[src/rtl/wb_dsp_master_if.sv]
// ---------------------------------------------------------------------------
// wb_dsp_master_if
//
// Single-transfer Wishbone B3 classic master for the DSP core. Each one-shot
// request from the DSP sequencer becomes one Wishbone cycle, with bounded
// reissue on rty, an optional no-response timeout, and a completion status.
//
// FSM states:
//   state  | meaning
//   IDLE   | no transfer; accepts req_start
//   BUS    | cyc/stb high, waiting for ack/err/rty or timeout
//   GAP    | cyc/stb low after rty, counting down before the reissue
//
// Ports:
//   wb_clk, wb_rst        clock, asynchronous active-high reset
//   wb_adr_o .. wb_bte_o  Wishbone master outputs (all registered)
//   wb_dat_i, wb_ack_i,
//   wb_err_i, wb_rty_i    Wishbone slave responses
//   req_start             one-cycle request strobe (ignored while busy)
//   req_we, req_adr,
//   req_dat, req_sel      request attributes, latched on req_start
//   req_busy              transfer in progress (state != IDLE)
//   req_done              one-cycle completion pulse
//   req_rdata             data from the last successful read
//   req_status            00 OK, 01 ERR, 10 RETRY_EXHAUSTED, 11 TIMEOUT
// ---------------------------------------------------------------------------
module wb_dsp_master_if #(
    parameter int dw        = 32,
    parameter int aw        = 32,
    parameter int MAX_RETRY = 3,
    parameter int RETRY_GAP = 4,
    parameter int TIMEOUT   = 255
) (
    input  logic          wb_clk,
    input  logic          wb_rst,
    output logic [aw-1:0] wb_adr_o,
    output logic [dw-1:0] wb_dat_o,
    output logic [3:0]    wb_sel_o,
    output logic          wb_we_o,
    output logic          wb_cyc_o,
    output logic          wb_stb_o,
    output logic [2:0]    wb_cti_o,
    output logic [1:0]    wb_bte_o,
    input  logic [dw-1:0] wb_dat_i,
    input  logic          wb_ack_i,
    input  logic          wb_err_i,
    input  logic          wb_rty_i,
    input  logic          req_start,
    input  logic          req_we,
    input  logic [aw-1:0] req_adr,
    input  logic [dw-1:0] req_dat,
    input  logic [3:0]    req_sel,
    output logic          req_busy,
    output logic          req_done,
    output logic [dw-1:0] req_rdata,
    output logic [1:0]    req_status
);

    localparam int RW = (MAX_RETRY < 1) ? 1 : $clog2(MAX_RETRY + 1);
    localparam int GW = (RETRY_GAP < 2) ? 1 : $clog2(RETRY_GAP + 1);
    localparam int TW = (TIMEOUT < 2) ? 1 : $clog2(TIMEOUT);

    localparam logic [RW-1:0] RETRY_LAST = RW'(MAX_RETRY);
    localparam logic [GW-1:0] GAP_LOAD   = GW'(RETRY_GAP);
    // Last count value before abort; only meaningful when TIMEOUT != 0.
    localparam logic [TW-1:0] TMO_LAST   = (TIMEOUT > 0) ? TW'(TIMEOUT - 1) : '0;

    localparam logic [1:0] ST_OK   = 2'b00;
    localparam logic [1:0] ST_ERR  = 2'b01;
    localparam logic [1:0] ST_RTY  = 2'b10;
    localparam logic [1:0] ST_TMO  = 2'b11;

    typedef enum logic [1:0] {
        S_IDLE = 2'd0,
        S_BUS  = 2'd1,
        S_GAP  = 2'd2
    } state_t;

    state_t          state;
    logic [RW-1:0]   retry_cnt;
    logic [GW-1:0]   gap_cnt;
    logic [TW-1:0]   tmo_cnt;

    // Classic single transfers only.
    assign wb_cti_o = 3'b000;
    assign wb_bte_o = 2'b00;

    always_ff @(posedge wb_clk or posedge wb_rst) begin
        if (wb_rst) begin
            state      <= S_IDLE;
            retry_cnt  <= '0;
            gap_cnt    <= '0;
            tmo_cnt    <= '0;
            wb_adr_o   <= '0;
            wb_dat_o   <= '0;
            wb_sel_o   <= '0;
            wb_we_o    <= 1'b0;
            wb_cyc_o   <= 1'b0;
            wb_stb_o   <= 1'b0;
            req_busy   <= 1'b0;
            req_done   <= 1'b0;
            req_rdata  <= '0;
            req_status <= '0;
        end else begin
            req_done <= 1'b0;
            case (state)
                S_IDLE: begin
                    if (req_start) begin
                        wb_adr_o  <= req_adr;
                        wb_dat_o  <= req_dat;
                        wb_sel_o  <= req_sel;
                        wb_we_o   <= req_we;
                        wb_cyc_o  <= 1'b1;
                        wb_stb_o  <= 1'b1;
                        retry_cnt <= '0;
                        tmo_cnt   <= '0;
                        req_busy  <= 1'b1;
                        state     <= S_BUS;
                    end
                end

                S_BUS: begin
                    // Termination priority: err > rty > ack.
                    if (wb_err_i) begin
                        wb_cyc_o   <= 1'b0;
                        wb_stb_o   <= 1'b0;
                        req_done   <= 1'b1;
                        req_status <= ST_ERR;
                        req_busy   <= 1'b0;
                        state      <= S_IDLE;
                    end else if (wb_rty_i) begin
                        wb_cyc_o <= 1'b0;
                        wb_stb_o <= 1'b0;
                        if (retry_cnt == RETRY_LAST) begin
                            req_done   <= 1'b1;
                            req_status <= ST_RTY;
                            req_busy   <= 1'b0;
                            state      <= S_IDLE;
                        end else begin
                            retry_cnt <= retry_cnt + RW'(1);
                            gap_cnt   <= GAP_LOAD;
                            state     <= S_GAP;
                        end
                    end else if (wb_ack_i) begin
                        wb_cyc_o   <= 1'b0;
                        wb_stb_o   <= 1'b0;
                        req_done   <= 1'b1;
                        req_status <= ST_OK;
                        req_busy   <= 1'b0;
                        state      <= S_IDLE;
                        if (!wb_we_o) begin
                            req_rdata <= wb_dat_i;
                        end
                    end else if ((TIMEOUT != 0) && (tmo_cnt == TMO_LAST)) begin
                        // Reached on the TIMEOUT-th cycle of cyc/stb high.
                        wb_cyc_o   <= 1'b0;
                        wb_stb_o   <= 1'b0;
                        req_done   <= 1'b1;
                        req_status <= ST_TMO;
                        req_busy   <= 1'b0;
                        state      <= S_IDLE;
                    end else begin
                        tmo_cnt <= tmo_cnt + TW'(1);
                    end
                end

                S_GAP: begin
                    // Loaded with RETRY_GAP, so the bus stays low for exactly
                    // RETRY_GAP cycles before the reissue.
                    if (gap_cnt == GW'(1)) begin
                        wb_cyc_o <= 1'b1;
                        wb_stb_o <= 1'b1;
                        tmo_cnt  <= '0;
                        state    <= S_BUS;
                    end else begin
                        gap_cnt <= gap_cnt - GW'(1);
                    end
                end

                default: begin
                    wb_cyc_o <= 1'b0;
                    wb_stb_o <= 1'b0;
                    req_busy <= 1'b0;
                    state    <= S_IDLE;
                end
            endcase
        end
    end

endmodule

[config.mk]
export PLATFORM = sky130hd
export DESIGN_NAME = wb_dsp_master_if
export DESIGN_NICKNAME = d
export VERILOG_FILES = /design/src/rtl/wb_dsp_master_if.sv
export SDC_FILE = /design/constraint.sdc
export NUM_CORES = 1
export LEC_CHECK = 0
export ABC_AREA = 1
export CAP_MARGIN = 10
export CORE_UTILIZATION = 43
export DETAILED_ROUTE_END_ITERATION = 8
export PLACE_DENSITY = 0.81
export SLEW_MARGIN = 15
export SYNTH_ARGS = -nofsm -noshare
export SYNTH_HDL_FRONTEND = slang
export SYNTH_SLANG_ARGS = --single-unit
[constraint.sdc]
create_clock -name wb_clk -period 5.25 [get_ports wb_clk]
set_clock_uncertainty 0.1 [all_clocks]
set_input_delay 1.05 -clock wb_clk [delete_from_list [all_inputs] [get_ports wb_clk]]
set_output_delay 1.05 -clock wb_clk [all_outputs]
set_load 0.1 [all_outputs]
==> results of run 1 <==
## layout make-up
class / instances / area [µm²]
tap: 143 / 179
clock inverter: 8 / 96.3
clock buffer: 22 / 474
sequential: 121 / 3030
multi-input combinational: 298 / 1840
timing repair buffer: 214 / 2140
fill: 836 / 3680
inverter: 18 / 75.1
## cell usage after synthesis, drive strengths merged
| cell type | count | area share |
|---|---|---|
| nand4 | 1 | 0.0012 |
| mux2 | 69 | 0.16 |
| xnor2 | 1 | 0.0017 |
| nand3 | 18 | 0.021 |
| or2 | 2 | 0.0025 |
| o21bai | 2 | 0.0029 |
| buf | 20 | 0.036 |
| ha | 5 | 0.012 |
| dfrtp | 121 | 0.59 |
| a21oi | 1 | 0.0017 |
| nand2 | 163 | 0.13 |
| inv | 18 | 0.014 |
| conb | 1 | 0.00073 |
| nor3 | 1 | 0.00098 |
| o21ai | 6 | 0.0059 |
| nor2 | 24 | 0.022 |
## tightest hold or removal path, stage by stage (launching register included)
cell	delay (ps)
sky130_fd_sc_hd__dfrtp_1	340
sky130_fd_sc_hd__nand2_1	60
sky130_fd_sc_hd__nand2_1	50
## cell families (layout without fill, tap and decap cells)
family / count (synthesis) / after routing / share of synthesized area
and+or+nand+nor: 209 / 209 / 0.173
AOI/OAI and AO/OA: 9 / 9 / 0.0105
other: 1 / 5 / 0.000734
xor gates and xnor gates: 1 / 1 / 0.00172
buffers and inverters: 38 / 262 / 0.0497
adders and majority gates: 5 / 5 / 0.0122
muxes: 69 / 69 / 0.159
DFF: 121 / 121 / 0.593
## sequential cells by signal (all words and copies together), names as in the netlist, 2 cells and up
register and count:
gap_cnt 3, wb_dat_o 32, tmo_cnt 8, retry_cnt 2, req_status 2, wb_sel_o 4, wb_adr_o 32, state 2
req_rdata 32
## per-stage QoR
stage	setup WS, ps	std cells	hold WS, ps	cell area, µm²
global placement	2260	794	359	7260
CTS	2070	824	380	7830
finish	2100	824	373	7830
floorplan	886	457	351	5120
detailed placement	2190	794	368	7260
global route	2050	824	394	7830
## final timing paths
check / slack (ps) / cells past startpoint / to
worst max register to register: 3010 / 7 / req_rdata[23]
worst min-delay path: 370 / 2 / req_busy
worst max-delay path: 2100 / 1 / wb_we_o
max in group asynchronous: 3030 / 3 / wb_adr_o[28]
worst min register to register: 370 / 2 / req_busy
min in group asynchronous: 1060 / 2 / wb_adr_o[27]
## layer usage
layer	global-route usage	up-vias
met3	0.0957	25
met5	0	-
li1	-	1872
met1	0.248	1988
met2	0.376	167
met4	0.101	0
==> results by stage, run 1 <==
Setup path:
- The critical path in this run is classified as flip-flop to primary output.
- Counting both buffers and inverters, the worst setup path holds a total of 1.
- The required time of the worst setup path is approximately 4100 ps.
- The critical path endpoint category is a primary output.
- The largest driver fanout on the critical path is 3.
- Among all stages on the critical path, the largest delay is contributed by sky130_fd_sc_hd__clkdlybuf4s50_1.
- At the worst endpoint, the arrival time is around 2000 ps.
- In this run the critical register-to-register path is launched from state[1].
- The kind of start point of the critical path is a flip-flop.
- The longest individual stage delay on the worst path is ~1200 ps.
- The launch point of the worst path is wb_we_o.
- The critical path goes through clkdlybuf4s50_1.
- The largest delay contributor family on the critical path is buffers and inverters.

Floorplanning:
- The height of the chip is between 100 and 150 µm.
- The die span in x is ~110 µm.
- For this configuration, the core starts out at a cell density of 0.444.
- The area enclosed by the die boundary is ~0.012 mm².
- The area of the core is 0.0115 mm².
- During I/O placement, the number of pins put on the boundary was around 220.
- The placement row count is 39.

Logic synthesis:
- The cell area after technology mapping is just over 0.005 mm².
- The register bit count reported by yosys is 121.
- In the synthesized netlist, the number of instances is 453.
- Yosys printed 0 warnings.
- After synthesis, the mean cell area works out to 11.3 µm².
- The share of the Yosys chip area taken by registers is 0.593.
- In this run, distinct cell masters in the synthesized netlist total 29.

Clock network:
- The clock root buffer is sky130_fd_sc_hd__clkbuf_16.
- Post-CTS repair changed the size of 0 cells.
- Clock latency on the worst-skew pair, taken at its later pin, is roughly 410 ps.
- Counting the buffers created by CTS gives 17.
- The clock tree synthesis step divided the H-tree into 4 levels.
- In this run the post-CTS setup repair buffer count came out at 0.
- The count of clock tree sinks is about 120.
- The number of buffers on the longest clock path is 2.
- After clock tree synthesis, the clock-pin slew on the worst setup and hold paths is 50 ps.
- TritonCTS built the clock tree.
- Hold repair after CTS inserted 0 buffers.

Detailed routing:
- The top layer reached by signal wires is met4.
- Wires add up to between 10 and 15 mm.
- The initial detailed-routing violation count is approximately 320.
- The detail-routed net length per standard cell is between 15 and 20 µm.
- The wire length on met2 is roughly 6.6 mm.
- The number of detailed-route iterations in the first pass is 7.
- The post-route DRC violation count is 20.
- The number of nets with antenna violations after detailed routing is 0.
- The vias per cell is between 4 and 5.
- After detailed routing, the wire length on met1 is 4.77 mm.
- The routed layout has around 4100 vias.
- Summed over all nets, wire length on met3 after detailed routing comes to between 1 and 1.5 mm.

Global route:
- The number of antenna violations at the first check in global routing is 0.
- The via count of the first global-routing pass is around 4300.
- The overall fraction of global-route tracks in use is 0.225.
- The first global-routing pass estimated 21.3 mm of wire.
- The total congestion overflow is 0.
- Entering global routing, the biggest net connects between 90 and 100 pins.

Cells and area:
- For this run, the share of the core covered by cells in the final layout is 0.680.
- Leaving out fill and tap cells, the most frequent cell in the layout is sky130_fd_sc_hd__clkdlybuf4s50_1.
- After the last flow step, the layout net total stands at slightly below 800.
- In the layout the commonest cells are sky130_fd_sc_hd__clkdlybuf4s50_1 (213), sky130_fd_sc_hd__nand2_1 (154), sky130_fd_sc_hd__dfrtp_1 (121), sky130_fd_sc_hd__mux2_2 (60), sky130_fd_sc_hd__nor2_1 (20).
- From synthesis to final layout, the design area changed by 53.4%.
- The share of layout cells above drive strength 1 is 0.176.
- The count of antenna diodes in the layout is 0.

STA:
- The final setup violation count is 0.
- In the final timing run, aggregate negative setup slack is 0 ps.
- The total count of hold-check failures in the final report is 0.
- The headroom to the max-slew limit is 0.308.
- The pin slew with the least headroom to its limit is between 1000 and 1500 ps.
- The number of pins exceeding their max-slew limit in the final report is 0.
- Setup repair after global routing left no endpoint under its margin.
- After layout, the minimum clock period comes to 3150 ps.
- The highest clock rate is between 300 and 400 MHz.
- The post-route fraction of the period consumed by the critical path is 0.601.

Outcome:
- The run finished, with violations left.
- The checks that failed: DRC.

Placement:
- At the end of routability-driven placement, the weighted congestion stood at 0.818.
- The half-perimeter wire length after placement is about 8.9 mm.
- The number of port buffers is 213.

Min path:
- The worst hold path belongs to the class flip-flop to flip-flop.
- In this run the most critical hold path is launched from req_busy.

Flow run:
- Max-cap violations in this run came to 0.
Power of run 1 is not shown: default switching activity piles up to over one toggle a cycle in this logic, so the estimate is an artifact.
==> run 2: changes to the inputs <==
--- a/config.mk
+++ b/config.mk
@@ -7,9 +7,9 @@
 export LEC_CHECK = 0
 export ABC_AREA = 1
 export CAP_MARGIN = 10
-export CORE_UTILIZATION = 43
+export CORE_UTILIZATION = 38
 export DETAILED_ROUTE_END_ITERATION = 8
-export PLACE_DENSITY = 0.81
+export PLACE_DENSITY = 0.76
 export SLEW_MARGIN = 15
 export SYNTH_ARGS = -nofsm -noshare
 export SYNTH_HDL_FRONTEND = slang
==> constraint.sdc (replaced) <==
create_clock -name wb_clk -period 2.65 [get_ports wb_clk]
set_clock_uncertainty 0.1 [all_clocks]
set_input_delay 0.53 -clock wb_clk [delete_from_list [all_inputs] [get_ports wb_clk]]
set_output_delay 0.53 -clock wb_clk [all_outputs]
set_load 0.1 [all_outputs]
==> results by stage, run 2 (synthesized netlist as in run 1, its figures left out) <==
STA:
- The headroom to the max-slew limit is 0.543 (+0.236).
- The pin slew with the least headroom to its limit was 685 ps (-350 ps).
- The number of pins exceeding their max-slew limit in the final report was 0 (unchanged).
- The setup TNS after final layout is 0 ps (unchanged).
- The final setup violation count is 0 (unchanged).
- In the finished design, the share of the clock period the worst path needs comes to 0.665.
- Setup repair after global routing left no endpoint under its margin.
- The highest clock rate is ~570 MHz.
- The total count of hold-check failures in the final report is 0 (unchanged).
- The smallest clock period supported by the final layout is computed as around 1800 ps.

Min path:
- The type of the most critical hold path is flip-flop to flip-flop.

Clock network:
- The clock-pin transition on the worst setup and hold timing paths is 50 ps (about the same).
- The total of hold buffers inserted after clock tree synthesis is 0 (unchanged).
- The number of buffers inserted during clock tree synthesis is 17 (unchanged).
- The clock root buffer is sky130_fd_sc_hd__clkbuf_16.
- The H-tree depth is 4 (unchanged).
- The count of clock tree sinks is 121 (unchanged).
- The CTS tree is built.
- The number of buffers inserted to repair setup after CTS was 0 (unchanged).
- The number of gates resized after CTS came to 0 (unchanged).
- The number of buffers on the longest clock path is 2 (unchanged).
- The worst-skew pair later-pin latency is 410 ps (about the same).

Placement:
- The half-perimeter wire length after placement was 8.73 mm (-2.0%).
- The routability congestion estimate came to 0.782 (-4.3%).
- The number of port buffers came to 213 (unchanged).

Detailed routing:
- The post-route DRC violation count came to 0 (-100%).
- The number of detailed-route iterations in the first pass came to 4 (-3).
- The vias per cell was 4.61 (-6.3%).
- The number of nets with antenna violations after detailed routing is 0 (unchanged).
- The initial detailed-routing violation count is 149 (-53%).
- The final wirelength is 12.2 mm (-5.6%).
- The overall via count from detail_route is 3956 (-2.4%).
- The detail-routed net length per standard cell came to 14.2 µm (-9.4%).

Floorplanning:
- The height of the chip is 118 µm (+6.3%).
- The top-level port count is 219 (unchanged).
- The placement row count is 41 (+5.1%).
- The initial core utilization is 0.397 (-0.0468).
- The die span in x is 118 µm (+6.3%).
- The area enclosed by the die boundary came to 0.0139 mm² (+13%).
- The area of the core came to 0.0129 mm² (+12%).

Flow run:
- The count of maximum capacitance violations is 0 (unchanged).

Setup path:
- The critical path arrival is 1130 ps (-870 ps).
- The class of the most critical setup path is flip-flop to primary output.
- The longest individual stage delay on the worst path was 400 ps (-780 ps).
- The largest driver fanout on the critical path is 3 (unchanged).
- The worst path buffer plus inverter count is 1 (unchanged).
- The critical path endpoint category is a primary output.
- The largest individual stage delay along the critical path comes from the cell sky130_fd_sc_hd__dfrtp_1.
- The largest delay contributor family on the critical path is flip-flops.
- The signal on the critical path passes through buf_4.
- The required time of the worst setup path came to 2020 ps (-2080 ps).
- The worst setup path is launched from a flip-flop.

Cells and area:
- Leaving out fill and tap cells, the most frequent cells in the layout are sky130_fd_sc_hd__nand2_1 (154), sky130_fd_sc_hd__dfrtp_1 (121), sky130_fd_sc_hd__buf_4 (109), sky130_fd_sc_hd__clkdlybuf4s50_1 (106), sky130_fd_sc_hd__mux2_2 (60).
- The net count of the finished layout is 786 (+0.51%).
- In the final layout, the registers with the most flip-flops are req_rdata x32, wb_adr_o x32, wb_dat_o x32.
- The count of antenna diodes in the layout is 0 (unchanged).
- The share of layout cells above drive strength 1 is 0.341 (+0.164).
- The number of fill cells is 1048 (+25%).
- The most frequent standard cell in the layout excluding fill and tap cells is sky130_fd_sc_hd__nand2_1.
- The area of combinational cells with multiple inputs is 0.00184 mm² (unchanged).
- The area used by sequential logic in the layout is 0.00303 mm² (unchanged).
- The layout overhead on the synthesized area is 51.1%.

Global route:
- The overall fraction of global-route tracks in use was 0.183 (-0.0417).
- The wire length of the first global-routing pass is 19.9 mm (-6.8%).
- The number of antenna violations at the first check in global routing is 0 (unchanged).
- The total congestion overflow is 0 (unchanged).
- The pin count of the biggest net entering global routing was 122 (+34%).
- The via count of the first global-routing pass is 4178 (-3.8%).

Outcome:
- The run finished with clean final reports.
run 2: changes by cell type in the layout (fill, tap and decap cells not counted), sizes merged:
| cell | before | now |
|---|---|---|
| buf | 1 | 112 |
| clkdlybuf4s50 | 213 | 106 |
| clkbuf | 22 | 19 |
| clkinvlp | 1 | 4 |
| bufinv | 2 | 4 |
| clkinv | 5 | 6 |
| inv | 18 | 17 |
run 2: path summary, 6_finish.rpt:
check                      cells after the start       endpoint         start  slack, ps
max                                            1        wb_we_o       wb_we_o        890
min                                            2   req_rdata[1]  req_rdata[1]        380
max reg2reg                                    6  req_rdata[15]      state[0]        900
min reg2reg                                    2   req_rdata[1]  req_rdata[1]        380
max in group asynchronous                      3  req_rdata[16]        wb_rst       1360
min in group asynchronous                      3   req_rdata[8]        wb_rst        530
run 2: area by class of cell:
type	count	share of cell area
Clock buffer	19	0.0574
Multi-Input combinational cell	298	0.239
Tap cell	172	0.0279
Sequential cell	121	0.392
Timing Repair Buffer	218	0.251
Clock inverter	13	0.0229
Inverter	18	0.00957
run 2: worst reg2reg max path: stages, from the launching register on:
cell,delay (ps)
sky130_fd_sc_hd__dfrtp_1,490
sky130_fd_sc_hd__nand2_2,250
sky130_fd_sc_hd__nor2_4,170
sky130_fd_sc_hd__nand2_2,80
sky130_fd_sc_hd__inv_2,390
sky130_fd_sc_hd__nand2_1,120
sky130_fd_sc_hd__nand2_1,90
run 2: per-layer routing:
layer / vias to the layer above / share of wire / track usage
met4: 0 / 0.024 / 0.0841
met1: 1867 / 0.40 / 0.200
li1: 1894 / - / -
met2: 173 / 0.49 / 0.304
met3: 22 / 0.089 / 0.0804
met5: - / 0 / 0
run 2: per-stage QoR:
step | worst slack, ps | hold slack (ps) | utilization | cells | instance area [µm²]
2_1_floorplan | 537 | 351 | - | 457 | 5130
3_3_place_gp | 555 | 365 | 0.551 | 827 | 7100
3_5_place_dp | 521 | 367 | 0.551 | 827 | 7100
4_1_cts | 852 | 382 | 0.599 | 859 | 7720
5_1_grt | 739 | 399 | 0.599 | 859 | 7720
6_report | 888 | 382 | 0.599 | 859 | 7720
Power of run 2 is left out for the same reason.
